<file path="src/rtl/fifo.sv">
// -----------------------------------------------------------------------------
// fifo -- single-clock first-word-fall-through FIFO.
//
// The head word is always visible on dout while the FIFO holds data, so a
// consumer can look at it and pop it in the same cycle. The storage is a plain
// register array. It is not reset, so it may map onto RAM-style resources.
//
// Parameters
//   DATA_WIDTH    width of each stored word (>= 1)
//   MEMORY_DEPTH  number of entries (power of two, >= 2)
//
// Ports
//   clk    in   sole clock, rising edge
//   rst    in   asynchronous reset, active low
//   empty  out  count == 0
//   full   out  count == MEMORY_DEPTH
//   count  out  number of stored words, 0..MEMORY_DEPTH
//   rd     in   pop request
//   dout   out  head word, zero while empty
//   wr     in   push request
//   din    in   word to push
// -----------------------------------------------------------------------------
module fifo #(
    parameter  int DATA_WIDTH   = 8,
    parameter  int MEMORY_DEPTH = 16,
    localparam int AW           = $clog2(MEMORY_DEPTH),
    localparam int CW           = AW + 1
) (
    input  logic                  clk,
    input  logic                  rst,
    output logic                  empty,
    output logic                  full,
    output logic [CW-1:0]         count,
    input  logic                  rd,
    output logic [DATA_WIDTH-1:0] dout,
    input  logic                  wr,
    input  logic [DATA_WIDTH-1:0] din
);

    logic [DATA_WIDTH-1:0] mem_q [MEMORY_DEPTH];
    logic [AW-1:0]         wp_q, wp_d;
    logic [AW-1:0]         rp_q, rp_d;
    logic [CW-1:0]         count_q, count_d;
    logic                  rd_ok;
    logic                  wr_ok;

    // Flags come straight from the registered count. This gives them no
    // extra latency relative to count.
    assign empty = (count_q == '0);
    assign full  = (count_q == CW'(MEMORY_DEPTH));
    assign count = count_q;

    // A pop is only honoured when there is something to pop. A push is
    // honoured when there is room. A push is also honoured when full if the
    // same cycle pops the head, because that frees the slot at wp. When full,
    // wp == rp, so the pop reads the old head before the edge overwrites it.
    assign rd_ok = rd && !empty;
    assign wr_ok = wr && (!full || rd_ok);

    // First-word-fall-through: no read latency, forced to zero while empty.
    assign dout = empty ? '0 : mem_q[rp_q];

    always_comb begin
        wp_d    = wp_q;
        rp_d    = rp_q;
        count_d = count_q;
        // AW-bit pointers wrap modulo MEMORY_DEPTH on their own, because the
        // depth is a power of two.
        if (wr_ok) wp_d = wp_q + AW'(1);
        if (rd_ok) rp_d = rp_q + AW'(1);
        unique case ({wr_ok, rd_ok})
            2'b10:   count_d = count_q + CW'(1);
            2'b01:   count_d = count_q - CW'(1);
            default: count_d = count_q;
        endcase
    end

    always_ff @(posedge clk or negedge rst) begin
        if (!rst) begin
            wp_q    <= '0;
            rp_q    <= '0;
            count_q <= '0;
        end else begin
            wp_q    <= wp_d;
            rp_q    <= rp_d;
            count_q <= count_d;
        end
    end

    // Storage has no reset. Stale words are never visible, because dout is
    // masked while empty and rp only reaches entries that have been written.
    always_ff @(posedge clk) begin
        if (wr_ok) mem_q[wp_q] <= din;
    end

endmodule

</file>
<file path="config.mk">
export PLATFORM = sky130hd
export DESIGN_NAME = fifo
export DESIGN_NICKNAME = d
export VERILOG_FILES = /design/src/rtl/fifo.sv
export SDC_FILE = /design/constraint.sdc
export NUM_CORES = 1
export LEC_CHECK = 0
export ABC_AREA = 1
export CORE_UTILIZATION = 55
export DETAILED_ROUTE_END_ITERATION = 12
export DONT_BUFFER_PORTS = 1
export GPL_TIMING_DRIVEN = 0
export PLACE_DENSITY = 0.76
export RECOVER_POWER = 100
export SLEW_MARGIN = 20
export SYNTH_ARGS = -nofsm -noshare
export SYNTH_HDL_FRONTEND = slang
export SYNTH_SLANG_ARGS = --single-unit
</file>
<file path="constraint.sdc">
create_clock -name clk -period 5.57 [get_ports clk]
set_input_delay 0.2785 -clock clk [delete_from_list [all_inputs] [get_ports clk]]
set_output_delay 0.2785 -clock clk [all_outputs]
set_load 0.05 [all_outputs]
</file>
==> impl_metrics.tcl <==
set metrics [dict create \
    fin_crit_ns 3.556 \
    rsz0062_at_grt "no" \
    cts_buffer_depth 2 \
    cts-root-buf "clkbuf_8" \
    post_drt_wl_per_cell_um 20.43 \
    synthArstFlopShare_pct 9.220 \
    yosysSeqAreaShare_pct 69.26 \
    gp_congestion 0.9537 \
    pwr-share-seq_pct 36.0 \
    hold_path.class "primary input to flip-flop" \
    path_cells "nor2_1 > nand3_1 > clkinv_1 > a21oi_1" \
    vias 4134 \
    post-cts-setup-buffers 0 \
    cts_tree "built" \
    cp_data_arrival_time_ns 3.28 \
    regArea_um2 4169 \
    r2r-start "count[0]$_DFFE_PN0P_" \
    slowest_stage "a21oi_1" \
    hold_ws_ns 0.1098 \
    vias_per_cell 5.856 \
    synth_top_area_share_pct 63.85 \
    netlist_top_cells_area "edfxtp_1 64%, nand2_1 11%, nand3_1 8.5%" \
    clk_latency_ns 0.53 \
    cts_resized 0 \
    r2r_slack_ns 2.82 \
    netlist_area_um2 6020 \
    worst-setup-path-type "flip-flop to output pin" \
    hold_path_depth 6 \
    required_ns 5.29 \
    hold_viol 0 \
    relSlewSlack_pct 22.92 \
    final_nets 578 \
    synth_top_area_cell "edfxtp_1" \
    drc_errors 0 \
    cap_violations 0 \
    dr.pass1.iters 5 \
    cts.sinks 141 \
    routed_wl_um 14430 \
    io_pins 27 \
    setup_viol 0 \
    end_kind "output pin" \
    avgSynthCellArea_um2 11.42 \
    grt_pass1_vias 4073 \
    p_clk_share_pct 25.9 \
    die_x_um 106.6 \
    worstHoldStart "wr" \
    postCtsHoldBufs 11 \
    synth-main-ff-cell "edfxtp_1" \
    worst_slew_pin_slew_ns 1.160 \
    setup_ws_ns 2.014 \
    io_buffer_count 0 \
    yosys_register_bits 141 \
    reg2reg_to "mem_q[11][5]$_DFFE_PP_" \
    worstSetupStartpointType "flip-flop" \
    multi_input_area_um2 1592 \
    intPower_uw 2315 \
    core_area_um2 10460 \
    post-dp-hpwl_um 9019 \
    power_density_nw_per_um2 584.7 \
    switchingPower_uw 1657 \
    dpl_worst_slack_ns 2.716 \
    grt_max_degree 17 \
    final_common_cell "nand2_1" \
    p_leak_uw 0.002616 \
    max_stage_delay_ns 1.12 \
    syn_to_final_growth_pct 12.85 \
    fillerInstances 752 \
    cts_made_buffers 17 \
    cp_max_fo 9 \
    antenna_cells 0 \
    fmax_mhz 281.2 \
    yosysWarnings 0 \
    rr_worst_depth 6 \
    synth_fp_nets 548 \
    clk_pin_slew_ns 0.06 \
    final.setup_skew_ns 0.007095 \
    min_to "count[4]$_DFFE_PN0P_" \
    ys_types 26 \
    rows 37 \
    start_util_pct 57.53 \
    drt_iter0_drc 551 \
    cts.htree.levels 4 \
    peakVddDrop_uv 426.1 \
    fin_crit_sh_pct 63.84 \
    dieArea_um2 11370 \
    status "complete, no violations" \
    p_comb_share_pct 38.2 \
    syn_inst 527 \
    grt_pass1_wl_um 21780 \
    swShare_pct 41.71 \
    final_cell_mix "182 x nand2_1, 128 x edfxtp_1, 104 x nand3_1" \
    ant_nets 0 \
    grt_overflow_total 0 \
    grt_usage_pct 27.07 \
    drive_gt1_share_pct 8.421 \
    slew_viol_final 0 \
    antenna_found_initial 0 \
    die-height_um 106.6 \
    tns_ns 0 \
    synth_edf_count 128 \
]
-- critical path, delay by kind of cell, from the launching register on --
| family | cells | cell delay (ns) |
|---|---|---|
| and+or+nand+nor | 2 | 0.34 |
| buffers and inverters | 1 | 0.55 |
| AOI/OAI and AO/OA | 1 | 1.12 |
| DFF | 1 | 0.72 |
-- power groups by stage --
stage	Clock, uW	Sequential (uW)	Combinational [uW]
4_1_cts	1030	1430	1500
6_report	1030	1430	1520
3_3_place_gp	0	1440	1420
5_1_grt	1070	1440	1630
2_1_floorplan	0	1430	1120
3_5_place_dp	0	1450	1460
-- per-stage QoR --
stage                     total power (uW)  cells  utilization (%)  instance area [um2]
after CTS                             3958    706            65.27                 6829
after global routing                  4134    706            64.92                 6793
after floorplan                       2551    527                -                 6020
final                                 3972    706            64.92                 6793
after detailed placement              2910    663            59.16                 6190
after global placement                2867    663            59.16                 6190
-- state kept, by name, summed over array words and instances, names as in the netlist --
signal / count
mem_q: 128
wp_q: 4
rp_q: 4
count: 5
-- final cells by class --
class | instances | area share (%)
flip-flops and latches | 141 | 61.37
multi-input cells | 343 | 23.43
clock buffers | 21 | 6.318
well taps | 136 | 2.505
plain buffers | 25 | 2.284
repair buffers | 11 | 1.621
clock inverters | 11 | 1.474
inverters | 18 | 0.9947
-- cell usage after synthesis, types with 2 or more instances --
| library cell | n |
|---|---|
| buf_4 | 12 |
| o21ai_0 | 3 |
| edfxtp_1 | 128 |
| clkbuf_1 | 4 |
| nand2_1 | 178 |
| ha_1 | 8 |
| nand3_2 | 3 |
| nand2_2 | 2 |
| xor2_1 | 8 |
| nand2_4 | 2 |
| dfrtp_1 | 13 |
| a21oi_1 | 12 |
| buf_2 | 7 |
| inv_2 | 3 |
| nand3_1 | 102 |
| inv_1 | 12 |
| clkinv_1 | 3 |
| nor2_1 | 18 |
| nor2_2 | 2 |
-- per-layer routing --
layer  global-route usage, %  share of wire (%)  vias to the layer above  routed length [um]
met2                   44.19                 49                      259                7080
met3                   7.173                 10                       45                1479
li1                        -                  -                     1879                   -
met5                       0                  0                        -                   0
met4                   14.77                4.1                        0                 592
met1                   32.91                 37                     1951                5274
-- worst max path at each step --
stage | startpoint | to | cells past startpoint
global placement | count[1]$_DFFE_PN0P_ | dout[0] | 4
CTS | count[1]$_DFFE_PN0P_ | dout[0] | 4
detailed placement | count[0]$_DFFE_PN0P_ | dout[0] | 4
global route | count[0]$_DFFE_PN0P_ | dout[0] | 4
floorplan | count[4]$_DFFE_PN0P_ | dout[0] | 4
finish | count[0]$_DFFE_PN0P_ | dout[0] | 4
-- cell families (layout without fill, tap and decap cells) --
kind of cell / after synthesis / after routing / share of synthesized area (%)
compound gates: 16 / 16 / 1.393
xor+xnor: 9 / 9 / 1.434
flops: 141 / 141 / 69.26
buf+inv: 43 / 86 / 3.700
simple gates: 309 / 309 / 22.22
fa+ha+maj: 9 / 9 / 1.996
Note: power is estimated with default switching activity, not from simulation.
